### config.mk
export PLATFORM = sky130hd
export DESIGN_NAME = reg_write_trace_flat
export DESIGN_NICKNAME = d
export VERILOG_FILES = /design/src/rtl/reg_write_trace_if.sv /design/src/rtl/reg_write_trace.sv /design/src/flat_wrapper.sv
export SDC_FILE = /design/constraint.sdc
export NUM_CORES = 1
export LEC_CHECK = 0
export CORE_UTILIZATION = 40
export DETAILED_ROUTE_END_ITERATION = 10
export PLACE_DENSITY_LB_ADDON = 0.2
export SLEW_MARGIN = 20
export SYNTH_ARGS = -nofsm -noshare
export SYNTH_HDL_FRONTEND = slang
export SYNTH_SLANG_ARGS = --single-unit
### constraint.sdc
create_clock -name clk -period 14.2 [get_ports clk]
set_input_delay 1.42 -clock clk [delete_from_list [all_inputs] [get_ports clk]]
set_output_delay 1.42 -clock clk [all_outputs]
set_load 0.005 [all_outputs]
### src/rtl/reg_write_trace_if.sv
`default_nettype none
// ============================================================================
// Module      : reg_write_trace_if
// Description : Bundle of the write-back capture port and the trace-stream
//               output port of the register write trace buffer.
// Revision    : 1.0 - initial release
// ============================================================================
interface reg_write_trace_if #(
    parameter int STAMP_W = 16
);
    // Write-back side: one register-file write per committing instruction
    logic                wb_en;
    logic [4:0]          wb_addr;
    logic [31:0]         wb_data;
    logic [31:0]         wb_pc;

    // Trace side: valid/ready stream of captured writes
    logic                trace_valid;
    logic                trace_ready;
    logic [31:0]         trace_pc;
    logic [4:0]          trace_addr;
    logic [31:0]         trace_data;
    logic [STAMP_W-1:0]  trace_stamp;

    // Producer of write-backs and consumer of the trace stream
    modport master (
        output wb_en, wb_addr, wb_data, wb_pc, trace_ready,
        input  trace_valid, trace_pc, trace_addr, trace_data, trace_stamp
    );

    // The trace buffer itself
    modport slave (
        input  wb_en, wb_addr, wb_data, wb_pc, trace_ready,
        output trace_valid, trace_pc, trace_addr, trace_data, trace_stamp
    );
endinterface
`default_nettype wire

### src/rtl/reg_write_trace.sv
`default_nettype none
// ============================================================================
// Module      : reg_write_trace
// Description : Captures qualified register-file writes (pc, addr, data,
//               cycle stamp) into a first-word-fall-through FIFO that is
//               drained through a valid/ready trace stream. Writes arriving
//               while the FIFO is full and not being drained are dropped and
//               recorded in a sticky overflow flag and a saturating counter.
// Revision    : 1.0 - initial release
// ============================================================================
module reg_write_trace #(
    parameter int DEPTH   = 8,
    parameter int STAMP_W = 16
) (
    input  wire logic                     clk,
    input  wire logic                     rst_n,
    reg_write_trace_if.slave              bus,
    input  wire logic                     clr_ovf,
    output logic [$clog2(DEPTH):0]        count,
    output logic                          overflow,
    output logic [7:0]                    drop_cnt
);

    localparam int PTR_W = $clog2(DEPTH);
    localparam int CNT_W = PTR_W + 1;
    localparam logic [CNT_W-1:0] c_full_count = CNT_W'(DEPTH);
    localparam logic [7:0]       c_drop_max   = 8'hFF;

    typedef struct packed {
        logic [31:0]        pc;
        logic [4:0]         addr;
        logic [31:0]        data;
        logic [STAMP_W-1:0] stamp;
    } entry_t;

    entry_t              r_mem [DEPTH];
    logic [PTR_W-1:0]    r_wr_ptr;
    logic [PTR_W-1:0]    r_rd_ptr;
    logic [CNT_W-1:0]    r_count;
    logic [STAMP_W-1:0]  r_stamp;
    logic                r_overflow;
    logic [7:0]          r_drop_cnt;

    logic                w_valid;
    logic                w_full;
    logic                w_qualified;
    logic                w_pop;
    logic                w_push;
    logic                w_drop;
    entry_t              w_head;
    entry_t              w_new;

    // Handshake decode; full/empty come only from the occupancy count so a
    // pointer match is never ambiguous. A pop frees a slot in the same edge,
    // so a write into a full FIFO that is being drained is still accepted.
    always_comb begin
        w_valid     = (r_count != '0);
        w_full      = (r_count == c_full_count);
        w_qualified = bus.wb_en && (bus.wb_addr != 5'd0);
        w_pop       = w_valid && bus.trace_ready;
        w_push      = w_qualified && (!w_full || w_pop);
        w_drop      = w_qualified && w_full && !w_pop;
        w_head      = r_mem[r_rd_ptr];
        w_new       = '{pc: bus.wb_pc, addr: bus.wb_addr,
                        data: bus.wb_data, stamp: r_stamp};
    end

    // Entry storage; contents are meaningless until counted, so no reset
    always_ff @(posedge clk) begin
        if (w_push && rst_n) begin
            r_mem[r_wr_ptr] <= w_new;
        end
    end

    // Pointers and occupancy; pointers wrap naturally at DEPTH (power of two)
    always_ff @(posedge clk or negedge rst_n) begin
        if (!rst_n) begin
            r_wr_ptr <= '0;
            r_rd_ptr <= '0;
            r_count  <= '0;
        end else begin
            if (w_push) begin
                r_wr_ptr <= r_wr_ptr + 1'b1;
            end
            if (w_pop) begin
                r_rd_ptr <= r_rd_ptr + 1'b1;
            end
            if (w_push && !w_pop) begin
                r_count <= r_count + 1'b1;
            end else if (w_pop && !w_push) begin
                r_count <= r_count - 1'b1;
            end
        end
    end

    // Free-running cycle stamp, zero during the first cycle after reset
    always_ff @(posedge clk or negedge rst_n) begin
        if (!rst_n) begin
            r_stamp <= '0;
        end else begin
            r_stamp <= r_stamp + 1'b1;
        end
    end

    // Drop bookkeeping; a drop on the same edge as a clear wins
    always_ff @(posedge clk or negedge rst_n) begin
        if (!rst_n) begin
            r_overflow <= 1'b0;
            r_drop_cnt <= '0;
        end else if (w_drop) begin
            r_overflow <= 1'b1;
            if (clr_ovf) begin
                r_drop_cnt <= 8'd1;
            end else if (r_drop_cnt != c_drop_max) begin
                r_drop_cnt <= r_drop_cnt + 1'b1;
            end
        end else if (clr_ovf) begin
            r_overflow <= 1'b0;
            r_drop_cnt <= '0;
        end
    end

    // Head entry is presented directly; fields read as zero when empty,
    // which also makes them clear immediately on asynchronous reset
    assign bus.trace_valid = w_valid;
    assign bus.trace_pc    = w_valid ? w_head.pc    : '0;
    assign bus.trace_addr  = w_valid ? w_head.addr  : '0;
    assign bus.trace_data  = w_valid ? w_head.data  : '0;
    assign bus.trace_stamp = w_valid ? w_head.stamp : '0;

    assign count    = r_count;
    assign overflow = r_overflow;
    assign drop_cnt = r_drop_cnt;

endmodule
`default_nettype wire

### src/flat_wrapper.sv
// flat-port wrapper written by rule: the top's interface ports become plain ports
module reg_write_trace_flat 
#(
    parameter int DEPTH   = 8,
    parameter int STAMP_W = 16
)
  (clk, rst_n, clr_ovf, count, overflow, drop_cnt, bus_wb_en, bus_wb_addr, bus_wb_data, bus_wb_pc, bus_trace_ready, bus_trace_valid, bus_trace_pc, bus_trace_addr, bus_trace_data, bus_trace_stamp);
  reg_write_trace_if #(.STAMP_W(STAMP_W)) bus_i ();
  input  wire logic clk;
  input  wire logic rst_n;
  input  wire logic clr_ovf;
  output logic [$clog2(DEPTH):0] count;
  output logic overflow;
  output logic [7:0] drop_cnt;
  input wire logic [$bits(bus_i.wb_en)-1:0] bus_wb_en;
  input wire logic [$bits(bus_i.wb_addr)-1:0] bus_wb_addr;
  input wire logic [$bits(bus_i.wb_data)-1:0] bus_wb_data;
  input wire logic [$bits(bus_i.wb_pc)-1:0] bus_wb_pc;
  input wire logic [$bits(bus_i.trace_ready)-1:0] bus_trace_ready;
  output wire logic [$bits(bus_i.trace_valid)-1:0] bus_trace_valid;
  output wire logic [$bits(bus_i.trace_pc)-1:0] bus_trace_pc;
  output wire logic [$bits(bus_i.trace_addr)-1:0] bus_trace_addr;
  output wire logic [$bits(bus_i.trace_data)-1:0] bus_trace_data;
  output wire logic [$bits(bus_i.trace_stamp)-1:0] bus_trace_stamp;
  assign bus_i.wb_en = bus_wb_en;
  assign bus_i.wb_addr = bus_wb_addr;
  assign bus_i.wb_data = bus_wb_data;
  assign bus_i.wb_pc = bus_wb_pc;
  assign bus_i.trace_ready = bus_trace_ready;
  assign bus_trace_valid = bus_i.trace_valid;
  assign bus_trace_pc = bus_i.trace_pc;
  assign bus_trace_addr = bus_i.trace_addr;
  assign bus_trace_data = bus_i.trace_data;
  assign bus_trace_stamp = bus_i.trace_stamp;
  reg_write_trace #(.DEPTH(DEPTH), .STAMP_W(STAMP_W)) u_core (.clk(clk), .rst_n(rst_n), .bus(bus_i), .clr_ovf(clr_ovf), .count(count), .overflow(overflow), .drop_cnt(drop_cnt));
endmodule
Word-level counts from Yosys, hierarchy flattened
Memories as Yosys holds them, arrays and structs flattened.
Index checks and enable logic that the tools add are counted.
- add/sub/neg operators: 6
- reductions and logical operators: 18
- equality and inequality tests: 2
- multiplexer cells: 14
- operators with widths (cell ; number):
    2-to-1 mux 32 bit ; 2
    2-to-1 mux 8 bit ; 4
    adder 16 x 1 -> 16 bit (second input constant) ; 1
    2-to-1 mux 16 bit ; 1
    adder 8 x 1 -> 8 bit (second input constant) ; 1
    logical AND 1 bit ; 8
    2-to-1 mux 4 bit ; 2
    inequality test 8 bit (second input constant) ; 1
    adder 3 x 1 -> 3 bit (second input constant) ; 2
    nonzero test 2 bit ; 3
    2-to-1 mux 5 bit ; 1
    nonzero test 5 bit ; 1
    adder 4 x 1 -> 4 bit (second input constant) ; 1
    == test 4 bit (second input constant) ; 1
    2-to-1 mux 1 bit ; 4
    nonzero test 4 bit ; 1
    subtractor 4 x 1 -> 4 bit (second input constant) ; 1
    zero test 1 bit ; 3
    AND reduction 2 bit ; 1
    logical OR 1 bit ; 1
- memory bits (writable): 680
- word-level logic and storage cells: 47
- register bits: 35
- bits of input ports: 74
- memories kept: 1
- output and inout port bits: 99
- memories (name ; depth ; bits a word ; read ports ; clocked after Yosys merged registers in ; write ports ; RTL line ; source):
    u_core.r_mem ; 8 ; 85 ; 1 ; 0 ; 1 ; reg_write_trace.sv:36 ; entry_t r_mem [DEPTH];

Longest topological paths before layout
- depth after elaboration: 8
- gate-level depth with buffers: 11
- mapped depth without buffers: 11

Worst setup path before layout
Ideal clock, no wire load.
- path kind: input to register
- start point: in bus_wb_addr[3]
- end point: mem u_core.r_mem[4][0] in the netlist's numbering, enable pin
- stages on the path: 5
- slack: 5617 ps
- buffers on the path: 1
- required time: 13567 ps
- data arrival time: 7950 ps
- setup time: 633 ps
- path through: or4_1 > o21ai_1 > buf_2 > or3_1 > nor3_1
- cells in the longest elaborated chain, start to end: 6
- RTL lines (what ; RTL line ; source):
    from (decl) ; flat_wrapper.sv:16 ; input wire logic [$bits(bus_i.wb_addr)-1:0] bus_wb_addr;
    nonzero test 5 bit ; reg_write_trace.sv:59 ; w_qualified = bus.wb_en && (bus.wb_addr != 5'd0);
    logical AND 1 bit ; reg_write_trace.sv:59 ;
    logical AND 1 bit ; reg_write_trace.sv:61 ; w_push = w_qualified && (!w_full || w_pop);
    logical AND 1 bit ; reg_write_trace.sv:70 ; if (w_push && rst_n) begin
    2-to-1 mux 1 bit ; reg_write_trace.sv:70 ;
    2-to-1 mux 1 bit (not written as such) ; reg_write_trace.sv:71 ; r_mem[r_wr_ptr] <= w_new;
    to (decl) ; reg_write_trace.sv:36 ;
No other way between the ends.

Final worst setup path
- start point: reg u_core.r_rd_ptr[0]
- end point: out bus_trace_pc[5]
- cells in the longest elaborated chain, start to end: 2
- RTL lines (what ; RTL line ; source):
    from (decl) ; reg_write_trace.sv:38 ; logic [PTR_W-1:0] r_rd_ptr;
    from (signal assigned) ; reg_write_trace.sv:86 ; r_rd_ptr <= r_rd_ptr + 1'b1;
    memory (8 x 85 bit) ; - ;
    2-to-1 mux 32 bit ; reg_write_trace.sv:126 ; assign bus.trace_pc = w_valid ? w_head.pc : '0;
    to (decl) ; flat_wrapper.sv:21 ; output wire logic [$bits(bus_i.trace_pc)-1:0] bus_trace_pc;
No other way between the ends.

==> results.md <==
- The flow ran to the end, and the final reports show no timing, DRC or antenna violations.
- The later-pin clock latency in the skew report is 600 ps.
- The cell count after synthesis is about 1300.
- At the end of routability-driven placement, the weighted congestion stood at between 0.7 and 0.8.
- The worst path uses 43.3% of the clock period.
- The count of max-cap constraint violations is 0.
- The largest net degree at the start of global routing is 62.
- For the worst flop-to-flop path, the logic depth is 11.
- The critical-path maximum fanout is 50.
- The critical path arrival is 4730 ps.
- The initial standard-cell utilization of the core is roughly 41%.
- The worst setup path is captured at an output port.
- In this run the number of H-tree levels came out at 3.
- The number of remaining DRC errors is 0.
- The post-route minimum period is 6150 ps.
- The clock network fraction of design power is between 30% and 40%.
- The post-DP HPWL is 30.8 mm.
- Measured along the x axis, the die boundary spans about 260 um.
- The count of nets left with antenna violations after detail routing is 0.
- The total number of clock tree sinks is 715.
- The part of the power in registers is 40.9%.
- The core region is 0.0675 mm2.
- Final hold analysis gives a worst-case slack of between 400 and 500 ps.
- The total via count in the routed design is 12900.
- For the worst setup path, the data required time is 12780 ps.
- The maximum VDD drop is 0.000108 V.
- The worst-margin pin slew is 1050 ps.
- After clock tree synthesis, the setup repair step added 0 buffers.
- After routing the design area is 0.0327 mm2.
- Summing the areas of all fa, ha and maj instances in the mapped netlist gives 0.392% of the synthesized area.
- The clock-pin slew reported for the worst setup and hold paths after clock tree synthesis is 60 ps.
- For this run, the number of Yosys warnings is 0.
- Based on the critical path, the design can be clocked at up to between 150 and 200 MHz.
- Of the total power, the share spent switching nets is between 20% and 30%.
- The prevailing post-synth register cell is sky130_fd_sc_hd__edfxtp_1.
- The number of antenna violations at the first check in global routing came to 2.
- The number of global-route vias before repair is 14000.
- The residual overflow from global routing is 0.
- The number of failing setup endpoints in the final timing report is 0.
- Sorting the synthesized cells by area gives the leading types as sky130_fd_sc_hd__edfxtp_1, sky130_fd_sc_hd__mux4_2, sky130_fd_sc_hd__dfrtp_1, sky130_fd_sc_hd__mux2i_1, sky130_fd_sc_hd__nor2_1.
- For this run, the register share of the synthesized area comes to 77.5%.
- In this run the biggest area consumer among cell types represents between 70% and 80% of the synthesized area.
- The clock arrives with 17.5 ps of skew.
- For this design, the CTS-stage hold fixing added 0 buffers.
- The number of nets in the layout is 1548.
- In this run the cell area of the synthesized design comes to 0.0275 mm2.
- The number of clock buffers added by TritonCTS is 76.
- TritonCTS built the clock tree.
- The critical path in this run is classified as reg2out.
- The die height is 264 um.
- The reported leakage power is 10.8 nW.
- The xor-xnor portion of the synthesized cell area is less than 1%.
- sky130_fd_sc_hd__edfxtp_1 takes more of the synthesized area than any other cell.
- For this design the top-level I/O count stands at around 170.
- Setup repair after global routing left no endpoint under its margin.
- The post-synthesis async set-or-reset flop share is 4.90%.
- The part of the total power dissipated in combinational logic is 28.6%.
- The count of flip-flops with a built-in enable after synthesis is 680.
- The flop and latch count out of synthesis is 715.
- The sum of negative setup slack is 0 ps.
- The clock root buffer is sky130_fd_sc_hd__clkbuf_16.
- Compared with the post-synthesis result, the final layout area differs by 19.1%.
- After synthesis, the netlist uses 43 different library cells.
- The ratio of routed vias to standard cells is 5.35.
- The post-synthesis compound-gate area fraction is less than 1%.
- The total track usage is approximately 17%.
- The floorplan has 95 rows.
- Along the worst hold path, the cell count comes to 1.
- The count of final max-slew check failures was 0.
- In this run the tool buffered the top-level ports with roughly 170 buffer cells.
- The headroom to the max-slew limit is 29.9%.
- The per-instance average area after synthesis is 21.9 um2.
- The average wire length per cell after detail routing is 24.8 um.
- The largest family of logic cells by synthesized area is multiplexers.
- The total cell area at the placement stage is 0.0303 mm2.
- The analysis attributes to net switching a power of ~1.8 mW.
- The wire length of the first global-routing pass is between 80 and 90 mm.
- The die footprint is 0.0698 mm2.
- The synthesized-area fraction occupied by and/or/nand/nor cells is ~2.7%.
- The classification of the worst-slack hold path is reg2reg.
- The buffer depth of the longest clock path is 3.
- The nature of the critical path startpoint is a flop.
- Measured against the total synthesized area, the mux share comes to 17.3%.
- The count of final hold-check violations is 0.
- The starting DRC count in detailed routing is between 800 and 900.
- For this design the ratio of total power to cell area is 195 mW/mm2.
- The post-synth net total is 1334.
- The first detailed-routing pass ran for 5 iterations.
- The number of gates resized after cts is 0.
- The design internal power is 4.60 mW.
- The fraction of final layout cells with drive strength greater than 1 is 20.9%.
- Summed over all layers, the routed wires come to 59.5 mm.
==> logic make-up (layout without fill, tap and decap cells) <==
kind of cell | after synthesis | in the layout
XOR/XNOR | 19 | 19
other | 0 | 1
flip-flops | 715 | 715
AO/OA/AOI/OAI | 23 | 23
buffers and inverters | 65 | 341
adder cells (fa/ha/maj) | 8 | 8
AND/OR/NAND/NOR | 161 | 161
multiplexers | 261 | 261
==> synth_stat cells, types with 6 or more instances <==
cell,instances
sky130_fd_sc_hd__edfxtp_1,680
sky130_fd_sc_hd__mux4_2,170
sky130_fd_sc_hd__nor2_1,96
sky130_fd_sc_hd__mux2i_1,86
sky130_fd_sc_hd__dfrtp_1,35
sky130_fd_sc_hd__clkbuf_1,32
sky130_fd_sc_hd__buf_1,16
sky130_fd_sc_hd__xnor2_1,14
sky130_fd_sc_hd__buf_2,12
sky130_fd_sc_hd__nand3_1,11
sky130_fd_sc_hd__nor3_1,11
sky130_fd_sc_hd__nand2_1,10
sky130_fd_sc_hd__and3_1,7
sky130_fd_sc_hd__ha_1,7
sky130_fd_sc_hd__nand4_1,6
sky130_fd_sc_hd__o21ai_0,6
==> power groups by stage <==
stage	clock network [mW]	logic, mW	registers (mW)
global placement	0	1.86	2.65
CTS	1.99	1.88	2.61
global route	2.07	1.97	2.63
floorplan	0	1.13	2.54
finish	1.94	1.82	2.61
detailed placement	0	1.87	2.66
==> worst paths after layout <==
kind                                    startpoint                  to  slack (ps)
worst max-delay path            u_core.r_rd_ptr[0]     bus_trace_pc[5]        8050
worst min-delay path               u_core.overflow     u_core.overflow         500
worst max register to register     u_core.count[1]     u_core.count[3]       10720
worst min register to register     u_core.overflow     u_core.overflow         500
max in group asynchronous                    rst_n  u_core.r_rd_ptr[0]       12910
min in group asynchronous                    rst_n     u_core.count[0]         880
==> registers in the layout (all words and copies together), names as in the netlist <==
name and flops:
u_core.count 4, u_core.r_wr_ptr 3, u_core.drop_cnt 8, u_core.r_mem 680, u_core.r_rd_ptr 3, u_core.r_stamp 16, u_core.overflow 1
==> metal layers <==
layer  global-route usage (%)  wire (um)  up-vias  part of all wire [%]
met1                     23.8      26700     6889                    45
li1                         -          -     5627                     -
met5                        0          0        -                     0
met2                     28.6      29500      275                    50
met3                     2.94       2430       60                   4.1
met4                     4.79        860        0                   1.4
==> area by class of cell <==
| class | count | area [um2] |
|---|---|---|
| fill | 5542 | 34800 |
| multi-input combinational | 472 | 5980 |
| clock inverter | 44 | 413 |
| timing repair buffer | 197 | 1900 |
| antenna | 1 | 2.50 |
| tap | 873 | 1090 |
| sequential | 715 | 21300 |
| inverter | 4 | 15.0 |
| clock buffer | 96 | 2020 |
==> per-stage QoR <==
stage	total power, mW	cells	setup WS (ps)	utilization [%]
finish	6.37	2402	8050	48.5
global placement	4.51	2261	8480	44.9
global route	6.67	2402	7520	48.5
CTS	6.48	2401	7810	48.5
floorplan	3.67	1252	5620	-
detailed placement	4.53	2261	8480	44.9
==> worst max-delay path, stage by stage (launching register included) <==
cell and delay, ps:
sky130_fd_sc_hd__dfrtp_4 910, sky130_fd_sc_hd__buf_4 880, sky130_fd_sc_hd__buf_4 890, sky130_fd_sc_hd__mux4_2 610, sky130_fd_sc_hd__mux2i_1 150, sky130_fd_sc_hd__nor2_1 100, sky130_fd_sc_hd__clkdlybuf4s50_1 500
==> cell usage in the layout, fill, tap and decap left out, types with 14 or more instances in the layout <==
cell type and count:
sky130_fd_sc_hd__edfxtp_1 680, sky130_fd_sc_hd__clkdlybuf4s50_1 171, sky130_fd_sc_hd__mux4_2 170, sky130_fd_sc_hd__nor2_1 91, sky130_fd_sc_hd__mux2i_1 86, sky130_fd_sc_hd__clkbuf_16 78
sky130_fd_sc_hd__dfrtp_1 32, sky130_fd_sc_hd__buf_4 25, sky130_fd_sc_hd__clkinv_1 20, sky130_fd_sc_hd__clkbuf_1 18, sky130_fd_sc_hd__xnor2_1 14
(Power assumes the default switching activity.)
